===== src/rtl/ct_ciu_respq_pkg.sv =====
// Shared definitions for the CIU CTC response queue: responder bit indices and default sizing.
// Latency: n/a (package only).
// Backpressure: n/a (package only).
package ct_ciu_respq_pkg;

    // Bit position of each responder inside every completion vector.
    localparam int RESPQ_PIU0 = 0;
    localparam int RESPQ_PIU1 = 1;
    localparam int RESPQ_PIU2 = 2;
    localparam int RESPQ_PIU3 = 3;
    localparam int RESPQ_EBIU = 4;
    localparam int RESPQ_L2C  = 5;

    localparam int RESPQ_NUM_RESP = 6;
    localparam int RESPQ_DEPTH    = 4;

    // Slot index increment with wrap at depth-1, valid for any depth (not only powers of two).
    function automatic int respq_ptr_inc(input int ptr, input int depth);
        return (ptr == depth - 1) ? 0 : ptr + 1;
    endfunction

endpackage


===== src/rtl/ct_ciu_respq_slot.sv =====
// One response-queue slot: valid, per-responder completion bits and DVM flag.
// Latency: create/response/pop take effect at the next respqentyclk edge; all_cmplt is combinational.
// Backpressure: none; the owner guarantees create and pop never target this slot in the same cycle.
//
// Ports: respqentyclk/cpurst_b clock and async active-low reset; create/create_cmplt/create_dvm
// load the slot; set_bits marks responders done (only while valid); pop clears the slot;
// vld/all_cmplt/dvm report the slot state.
module ct_ciu_respq_slot
    import ct_ciu_respq_pkg::*;
#(
    parameter int NUM_RESP = RESPQ_NUM_RESP
) (
    input  logic                respqentyclk,
    input  logic                cpurst_b,
    input  logic                create,
    input  logic [NUM_RESP-1:0] create_cmplt,
    input  logic                create_dvm,
    input  logic [NUM_RESP-1:0] set_bits,
    input  logic                pop,
    output logic                vld,
    output logic                all_cmplt,
    output logic                dvm
);

    logic [NUM_RESP-1:0] cmplt;

    always_ff @(posedge respqentyclk or negedge cpurst_b) begin
        if (!cpurst_b) begin
            vld   <= 1'b0;
            cmplt <= '0;
            dvm   <= 1'b0;
        end else if (pop) begin
            vld   <= 1'b0;
            cmplt <= '0;
            dvm   <= 1'b0;
        end else if (create) begin
            vld   <= 1'b1;
            cmplt <= create_cmplt;
            dvm   <= create_dvm;
        end else if (vld) begin
            // Responses to an empty slot are dropped; repeats are harmless ORs.
            cmplt <= cmplt | set_bits;
        end
    end

    assign all_cmplt = &cmplt;

endmodule


===== src/rtl/ct_ciu_ctcq_respq_fifo.sv =====
// In-order CTC response queue: DEPTH slots allocated at tail, retired from head when all responders completed.
// Latency: create/response visible next cycle; pop_vld/pop_ptr/pop_dvm combinational from registers.
// Backpressure: create_rdy low when full (no flow-through on create+pop); head held until pop_rdy.
//
// Ports: respq_create_* allocate the tail slot; respq_resp_vld/respq_resp_ptr carry one completion
// pulse and slot index per responder; respq_pop_* is the head valid/ready handshake; respq_vld,
// respq_dvm, respq_empty expose queue state; respq_timeout_err is the sticky head-stall flag.
// Optional feature: define CT_CIU_RESPQ_TIMEOUT_EN to build the head-of-queue watchdog (TO_W bits).
module ct_ciu_ctcq_respq_fifo
    import ct_ciu_respq_pkg::*;
#(
    parameter int DEPTH    = RESPQ_DEPTH,
    parameter int NUM_RESP = RESPQ_NUM_RESP,
    parameter int PTR_W    = 2,
    parameter int TO_W     = 10
) (
    input  logic                      respqentyclk,
    input  logic                      cpurst_b,
    input  logic                      respq_create_en,
    input  logic [NUM_RESP-1:0]       respq_create_cmplt_init,
    input  logic                      respq_create_dvm,
    output logic                      respq_create_rdy,
    output logic [PTR_W-1:0]          respq_create_ptr,
    input  logic [NUM_RESP-1:0]       respq_resp_vld,
    input  logic [NUM_RESP*PTR_W-1:0] respq_resp_ptr,
    output logic                      respq_pop_vld,
    output logic [PTR_W-1:0]          respq_pop_ptr,
    output logic                      respq_pop_dvm,
    input  logic                      respq_pop_rdy,
    output logic [DEPTH-1:0]          respq_vld,
    output logic [DEPTH-1:0]          respq_dvm,
    output logic                      respq_empty,
    output logic                      respq_timeout_err
);

    localparam logic [PTR_W:0] CNT_FULL = (PTR_W+1)'(DEPTH);

    logic [PTR_W-1:0]    head_ptr;
    logic [PTR_W-1:0]    tail_ptr;
    logic [PTR_W:0]      entry_cnt;
    logic                create_fire;
    logic                pop_fire;
    logic [DEPTH-1:0]    slot_create;
    logic [DEPTH-1:0]    slot_pop;
    logic [DEPTH-1:0]    slot_all_cmplt;
    logic [NUM_RESP-1:0] slot_set [DEPTH];

    assign respq_create_rdy = (entry_cnt != CNT_FULL);
    assign respq_empty      = (entry_cnt == '0);
    assign respq_create_ptr = tail_ptr;
    assign respq_pop_ptr    = head_ptr;
    assign respq_pop_vld    = respq_vld[head_ptr] & slot_all_cmplt[head_ptr];
    assign respq_pop_dvm    = respq_dvm[head_ptr];

    assign create_fire = respq_create_en & respq_create_rdy;
    assign pop_fire    = respq_pop_vld & respq_pop_rdy;

    // Steer create/pop to one slot each and fan each responder's pulse to the slot it names.
    always_comb begin
        slot_create = '0;
        slot_pop    = '0;
        for (int i = 0; i < DEPTH; i++) begin
            slot_set[i]    = '0;
            slot_create[i] = create_fire && (tail_ptr == PTR_W'(i));
            slot_pop[i]    = pop_fire && (head_ptr == PTR_W'(i));
            for (int k = 0; k < NUM_RESP; k++) begin
                slot_set[i][k] = respq_resp_vld[k] && (respq_resp_ptr[k*PTR_W +: PTR_W] == PTR_W'(i));
            end
        end
    end

    always_ff @(posedge respqentyclk or negedge cpurst_b) begin
        if (!cpurst_b) begin
            head_ptr  <= '0;
            tail_ptr  <= '0;
            entry_cnt <= '0;
        end else begin
            if (create_fire) begin
                tail_ptr <= PTR_W'(respq_ptr_inc(int'(tail_ptr), DEPTH));
            end
            if (pop_fire) begin
                head_ptr <= PTR_W'(respq_ptr_inc(int'(head_ptr), DEPTH));
            end
            case ({create_fire, pop_fire})
                2'b10:   entry_cnt <= entry_cnt + 1'b1;
                2'b01:   entry_cnt <= entry_cnt - 1'b1;
                default: entry_cnt <= entry_cnt;
            endcase
        end
    end

    for (genvar i = 0; i < DEPTH; i++) begin : g_slot
        ct_ciu_respq_slot #(
            .NUM_RESP (NUM_RESP)
        ) u_slot (
            .respqentyclk (respqentyclk),
            .cpurst_b     (cpurst_b),
            .create       (slot_create[i]),
            .create_cmplt (respq_create_cmplt_init),
            .create_dvm   (respq_create_dvm),
            .set_bits     (slot_set[i]),
            .pop          (slot_pop[i]),
            .vld          (respq_vld[i]),
            .all_cmplt    (slot_all_cmplt[i]),
            .dvm          (respq_dvm[i])
        );
    end

`ifdef CT_CIU_RESPQ_TIMEOUT_EN
    // Counts cycles a valid head waits for responses; saturates, and the error latches until reset.
    logic [TO_W-1:0] to_cnt;
    logic [TO_W-1:0] to_cnt_nxt;
    logic            to_err;

    always_comb begin
        to_cnt_nxt = to_cnt;
        if (respq_empty || pop_fire) begin
            to_cnt_nxt = '0;
        end else if (respq_vld[head_ptr] && !respq_pop_vld && (to_cnt != '1)) begin
            to_cnt_nxt = to_cnt + 1'b1;
        end
    end

    always_ff @(posedge respqentyclk or negedge cpurst_b) begin
        if (!cpurst_b) begin
            to_cnt <= '0;
            to_err <= 1'b0;
        end else begin
            to_cnt <= to_cnt_nxt;
            to_err <= to_err | (&to_cnt_nxt);
        end
    end

    assign respq_timeout_err = to_err;
`else
    assign respq_timeout_err = 1'b0;
`endif

endmodule


===== config.mk =====
export PLATFORM = sky130hd
export DESIGN_NAME = ct_ciu_ctcq_respq_fifo
export DESIGN_NICKNAME = d
export VERILOG_FILES = /design/src/rtl/ct_ciu_respq_pkg.sv /design/src/rtl/ct_ciu_respq_slot.sv /design/src/rtl/ct_ciu_ctcq_respq_fifo.sv
export SDC_FILE = /design/constraint.sdc
export NUM_CORES = 1
export LEC_CHECK = 0
export ABC_CLOCK_PERIOD_IN_PS = 2350
export CAP_MARGIN = 0
export CORE_UTILIZATION = 46
export DETAILED_ROUTE_END_ITERATION = 8
export GPL_TIMING_DRIVEN = 0
export PLACE_DENSITY = 0.75
export SYNTH_ARGS = -nofsm -noshare
export SYNTH_HDL_FRONTEND = slang
export SYNTH_SLANG_ARGS = --single-unit

===== constraint.sdc =====
create_clock -name respqentyclk -period 2.35 [get_ports respqentyclk]
set_clock_uncertainty 0.15 [all_clocks]
set_input_delay 0.705 -clock respqentyclk [delete_from_list [all_inputs] [get_ports respqentyclk]]
set_output_delay 0.705 -clock respqentyclk [all_outputs]
set_load 0.02 [all_outputs]

==> results.sh, run 1 <==
export IMPL_grt_pass1_wl_um=9520
export IMPL_min_period_ps=2440
export IMPL_n_antenna_cell=0
export IMPL_cts_tree="yes"
export IMPL_gp_congestion=0.856
export IMPL_drive_above_1_share=0.235
export IMPL_r2r_slack_ps=-60
export IMPL_reg2reg_from="respq_pop_ptr[0]"
export IMPL_hpwl_um=4210
export IMPL_tightestPinTransition_ps=876
export IMPL_core_region_area_um2=4750
export IMPL_cts_root_buffer_cell="clkbuf_8"
export IMPL_grt_pass1_vias=1886
export IMPL_yosys_warnings=0
export IMPL_swShare=0.396
export IMPL_crit_arrival_ps=1580
export IMPL_post_synth_main_area_contributors="dfrtp_1 43%, a211oi_1 7.9%, ha_1 4.9%"
export IMPL_crit_required_ps=1490
export IMPL_die_w_um=72.6
export IMPL_violations="setup timing"
export IMPL_fmax_mhz=410
export IMPL_max_cap_viol_count=0
export IMPL_critPathLaunchType="flip-flop"
export IMPL_grt_overflow_total=0
export IMPL_area_delta_synth_final_pct=34.2
export IMPL_numCtsBuffers=5
export IMPL_synth_top_area_frac=0.425
export IMPL_die_area_um2=5280
export IMPL_internal_power_mw=2.28
export IMPL_wirelength_um=5880
export IMPL_ys_ff_latch=39
export IMPL_hold_start="entry_cnt[2]"
export IMPL_vdd_drop_max_mv=0.828
export IMPL_register_area_um2=978
export IMPL_finalHoldViolCount=0
export IMPL_dr_pass1_iters=4
export IMPL_r2r_end="entry_cnt[2]"
export IMPL_maxSlewViolCount=0
export IMPL_chipHeight_um=72.6
export IMPL_p_leak_nw=1.31
export IMPL_worst_r2r_path_depth=9
export IMPL_endpoint_kind="primary output"
export IMPL_path_clk_slew_ps=80
export IMPL_synth_fp_nets=261
export IMPL_maxSlewHeadroom=0.416
export IMPL_clk_path_buf_depth=2
export IMPL_syn_area_um2=2290
export IMPL_fin_tns_setup_ps=-205
export IMPL_avgSynthCellArea_um2=10.3
export IMPL_ant_nets=0
export IMPL_hold_path_class="reg -> reg"
export IMPL_h_tree_depth=2
export IMPL_vias_per_cell=5.64
export IMPL_powerDensity_nw_per_um2=1230
export IMPL_drt_iter0_drc=103
export IMPL_syn_inst=222
export IMPL_grt_start_max_net_pins=40
export IMPL_start_util=0.483
export IMPL_critPathMaxFanout=8
export IMPL_antenna_found_initial=0
export IMPL_layout_common_cells="38 x clkdlybuf4s50_1, 37 x dfrtp_1, 29 x nor2_1"
export IMPL_p_clk_frac=0.158
export IMPL_vias=1986
export IMPL_final_setup_viol_count=3
export IMPL_min_delay_worst_endpoint="entry_cnt[2]"
export IMPL_grtUsageTotal=0.246
export IMPL_cts_sinks=39
export IMPL_port_buffers=44
export IMPL_worstSetupPathType="reg -> out"
export IMPL_power_frac_comb=0.531
export IMPL_min_path_cells=1
export IMPL_fin_cells=352
export IMPL_dp_cells=333
export IMPL_n_fill_cell=389
export IMPL_netSwitchingPower_mw=1.50
export IMPL_multiInputGateArea_um2=1190
export IMPL_synth_largest_area_cell="dfrtp_1"
export IMPL_io_pins=46
export IMPL_layout_commonest_cell="clkdlybuf4s50_1"
export IMPL_fin_nets=323
export IMPL_status="finished, violations left"
export IMPL_worst_slack_ps=-89.5
export IMPL_num_rows=25
export IMPL_seq_area_frac_synth=0.425
export IMPL_yosysUniqueCellTypes=41
export IMPL_post_route_drc_count=0
export IMPL_worstSkewPairLatency_ps=290
export IMPL_wl_per_cell_um=16.7
export IMPL_rsz0062_at_grt="yes"
export IMPL_pwr_share_seq=0.311
export IMPL_finalCritPeriodShare=1.04
-- stage by stage --
step,power (mW),hold slack (ps),area [µm²],setup slack [ps],utilization
6_report,3.78,355,3080,-89.5,0.648
5_1_grt,4.04,391,3080,-175,0.648
4_1_cts,3.70,354,3020,-174,0.636
3_5_place_dp,3.01,336,2850,-820,0.599
3_3_place_gp,2.98,334,2860,-790,0.601
2_1_floorplan,2.44,259,2330,-127,-
-- flip-flops by register name (all words and copies together) (netlist names) --
| signal | cells |
|---|---|
| respq_pop_ptr | 2 |
| g_slot.u_slot.cmplt | 24 |
| g_slot.u_slot.dvm | 4 |
| entry_cnt | 3 |
| respq_create_ptr | 2 |
| g_slot.u_slot.vld | 4 |
-- what timing repair did --
action / 4_1_cts / 5_1_grt
pin swaps: 6 / 5
endpoints found under the setup margin: 7 / 6
hold buffers: 0 / 0
gates resized for setup: 19 / 7
setup buffers: 6 / 5
-- kinds of logic after synthesis --
group / share of synthesized area
buffers and inverters: 0.0807
DFF: 0.425
xor gates and xnor gates: 0.0115
AOI/OAI and AO/OA: 0.251
muxes: 0.0529
and+or+nand+nor: 0.119
other: 0.00163
adders and majority gates: 0.0578
-- synth_stat cells --
cell type,instances
mux2_4,1
inv_1,17
mux4_2,1
o2111ai_1,1
mux2i_1,5
buf_6,1
o31ai_1,1
nor2b_1,6
mux2i_4,1
o211ai_1,1
fa_1,1
conb_1,1
a21boi_4,4
o21ai_2,1
o211ai_2,1
inv_2,1
nor2_1,30
nand2_1,4
clkbuf_2,1
buf_2,6
a41oi_1,12
o2111ai_4,1
xor2_1,2
o21ai_1,1
a211o_1,1
buf_4,9
clkbuf_1,1
mux2_2,1
a21oi_1,4
nand4_1,4
nor3_2,2
dfrtp_1,39
a211oi_1,24
nor2_2,3
nor3_1,2
xnor2_1,1
a31oi_1,12
ha_1,9
a21o_1,1
nand3_1,7
o41ai_4,1
-- power by group through the flow --
stage | clock, mW | combinational (mW) | sequential [mW]
5_1_grt | 0.642 | 2.19 | 1.21
3_5_place_dp | 0 | 1.83 | 1.19
3_3_place_gp | 0 | 1.79 | 1.18
4_1_cts | 0.608 | 1.92 | 1.17
6_report | 0.597 | 2.01 | 1.18
2_1_floorplan | 0 | 1.27 | 1.17
-- metal layers --
layer / part of all wire / vias to the layer above / track usage
li1: - / 937 / -
met1: 0.45 / 968 / 0.352
met2: 0.47 / 73 / 0.380
met5: 0 / - / 0
met4: 0.013 / 0 / 0.0741
met3: 0.064 / 8 / 0.0470
-- critical path, stage by stage, from the launching register on --
cell and delay [ps]:
dfrtp_2 390, buf_12 150, buf_6 110, mux4_2 490, buf_6 150
-- how the worst max path moves through the flow --
| stage | from | slack (ps) | cells after the start | endpoint |
|---|---|---|---|---|
| 6_report | respq_pop_ptr[0] | -90 | 4 | respq_pop_dvm |
| 4_1_cts | respq_pop_ptr[0] | -170 | 10 | entry_cnt[2] |
| 2_1_floorplan | respq_pop_ptr[0] | -130 | 11 | entry_cnt[2] |
| 3_5_place_dp | respq_pop_rdy | -820 | 9 | entry_cnt[2] |
| 3_3_place_gp | respq_pop_rdy | -790 | 9 | entry_cnt[2] |
| 5_1_grt | g_slot[0].u_slot.cmplt[3] | -180 | 10 | entry_cnt[2] |
-- area by class of cell --
class | count | share of cell area
timing repair buffer | 55 | 0.166
buffer | 18 | 0.0414
clock buffer | 6 | 0.0268
inverter | 18 | 0.0219
clock inverter | 2 | 0.0126
tap | 67 | 0.0272
multi-input combinational | 147 | 0.386
sequential | 39 | 0.318
Note: power is estimated with default switching activity, not from simulation.
==> run 2, diff against run 1 <==
--- a/config.mk
+++ b/config.mk
@@ -7,6 +7,7 @@
 export LEC_CHECK = 0
 export ABC_CLOCK_PERIOD_IN_PS = 2350
 export CAP_MARGIN = 0
+export CORE_MARGIN = 5
 export CORE_UTILIZATION = 46
 export DETAILED_ROUTE_END_ITERATION = 8
 export GPL_TIMING_DRIVEN = 0
==> run 2 against run 1 <==
Against the previous run: the flow still finishes with violations (setup timing); first-iteration DRC count up 36%; routed wire length fell by 0.68%; worst hold slack lost 7.0 ps; critical path depth unchanged; sequential power about the same; sequential cell count is the same; via count is 3.7% lower; clock power is 16% lower; critical path type unchanged.
==> results.sh, run 2 (synthesis gave the netlist of run 1 again) <==
export IMPL_status="finished, violations left"
export IMPL_violations="setup timing"
export IMPL_maxSlewViolCount=0
export IMPL_grt_start_max_net_pins=40
export IMPL_path_clk_slew_ps=70
export IMPL_hpwl_um=4420
export IMPL_worstSetupPathType="reg -> out"
export IMPL_total_power_mw=3.60
export IMPL_hold_path_class="reg -> reg"
export IMPL_core_region_area_um2=4790
export IMPL_final_setup_viol_count=3
export IMPL_fin_nets=319
export IMPL_rsz0062_at_grt="yes"
export IMPL_max_cap_viol_count=0
export IMPL_port_buffers=44
export IMPL_crit_arrival_ps=1590
export IMPL_worstSkewPairLatency_ps=290
export IMPL_powerDensity_nw_per_um2=1190
export IMPL_layout_common_cells="37 x dfrtp_1, 37 x clkdlybuf4s50_1, 29 x nor2_1"
export IMPL_largest_reg_flops=24
export IMPL_grt_pass1_vias=1866
export IMPL_wl_per_cell_um=16.8
export IMPL_antenna_found_initial=0
export IMPL_n_antenna_cell=0
export IMPL_cts_root_buffer_cell="clkbuf_8"
export IMPL_cts_sinks=39
export IMPL_area_delta_synth_final_pct=31.8
export IMPL_finalCritPeriodShare=1.04
export IMPL_fmax_mhz=409
export IMPL_drt_iter0_drc=140
export IMPL_drive_above_1_share=0.228
export IMPL_gp_congestion=0.833
export IMPL_grt_overflow_total=0
export IMPL_endpoint_kind="primary output"
export IMPL_vias=1913
export IMPL_wirelength_um=5840
export IMPL_worst_slack_ps=-95.2
export IMPL_tightestPinTransition_ps=862
export IMPL_finalHoldViolCount=0
export IMPL_cts_tree="yes"
export IMPL_clk_path_buf_depth=2
export IMPL_reg_largest_list="g_slot.u_slot.cmplt (24), g_slot.u_slot.dvm (4), g_slot.u_slot.vld (4)"
export IMPL_p_leak_nw=1.28
export IMPL_grtUsageTotal=0.197
export IMPL_critPathLaunchType="flip-flop"
export IMPL_min_period_ps=2450
export IMPL_grt_pass1_wl_um=9540
export IMPL_cts_hold_buffers=0
export IMPL_maxSlewHeadroom=0.426
export IMPL_post_route_util=0.632
export IMPL_crit_required_ps=1490
export IMPL_vias_per_cell=5.50
export IMPL_start_util=0.479
export IMPL_critPathMaxFanout=10
export IMPL_top_register="g_slot.u_slot.cmplt"
export IMPL_die_area_um2=6500
export IMPL_ant_nets=0
export IMPL_whs_ps=348
export IMPL_h_tree_depth=2
export IMPL_die_w_um=80.6
export IMPL_post_route_drc_count=0
export IMPL_num_rows=25
export IMPL_dr_pass1_iters=4
export IMPL_vdd_drop_max_mv=0.763
export IMPL_io_pins=46
export IMPL_numCtsBuffers=5
export IMPL_chipHeight_um=80.6
## run 2: changes by cell type in the layout (fill, tap and decap cells not counted), sizes merged
cell | previous run | this run
buf | 30 | 25
clkbuf | 9 | 11
bufinv | 1 | 0
clkdlybuf4s15 | 1 | 0
clkdlybuf4s50 | 38 | 37
clkinvlp | 0 | 1
dlygate4sd2 | 1 | 2
dlymetal6s2s | 0 | 1
inv | 19 | 18
## run 2: what timing repair did
action,CTS,global route
setup buffers,5,2
gates resized for setup,17,7
pin swaps,6,3
endpoints found under the setup margin,7,6
## run 2: area by class of cell
type | instances | area (µm²)
buffer | 18 | 130
clock buffer | 7 | 96.3
clock inverter | 1 | 7.51
fill | 421 | 1760
inverter | 18 | 67.6
multi-input combinational | 147 | 1190
sequential | 39 | 978
tap | 67 | 83.8
timing repair buffer | 51 | 473
## run 2: path summary, 6_finish.rpt
path	start	end	slack (ps)	depth (start not counted)
hold / removal	entry_cnt[0]	entry_cnt[0]	350	1
max in group asynchronous	cpurst_b	respq_pop_ptr[0]	1080	1
hold reg to reg	entry_cnt[0]	entry_cnt[0]	350	1
setup reg to reg	respq_pop_ptr[0]	entry_cnt[2]	-80	9
min in group asynchronous	cpurst_b	g_slot[3].u_slot.cmplt[4]	370	1
setup / recovery	respq_pop_ptr[0]	respq_pop_dvm	-100	4
## run 2: stage by stage
stage / area [µm²] / TNS, ps / cells / setup slack (ps)
finish: 3020 / -229 / 348 / -95.2
floorplan: 2330 / -147 / 222 / -127
global placement: 2860 / -22710 / 333 / -782
CTS: 2990 / -279 / 346 / -165
detailed placement: 2850 / -2280 / 333 / -799
global route: 3020 / -494 / 348 / -181
## run 2: critical path: stages (launching register included)
cell and delay [ps]:
dfrtp_2 390, buf_12 150, buf_4 120, mux4_2 470, buf_2 170
## run 2: where the power goes
part / internal [mW] / switching, mW
Combinational: 0.917 / 1.00
Sequential: 0.963 / 0.219
Clock: 0.267 / 0.233
## run 2: per-layer routing
layer | vias to the layer above | track usage | routed length [µm]
met2 | 63 | 0.314 | 2860
met1 | 913 | 0.270 | 2500
met3 | 9 | 0.0348 | 380
li1 | 928 | - | -
met4 | 0 | 0.0676 | 97
met5 | - | 0 | 0
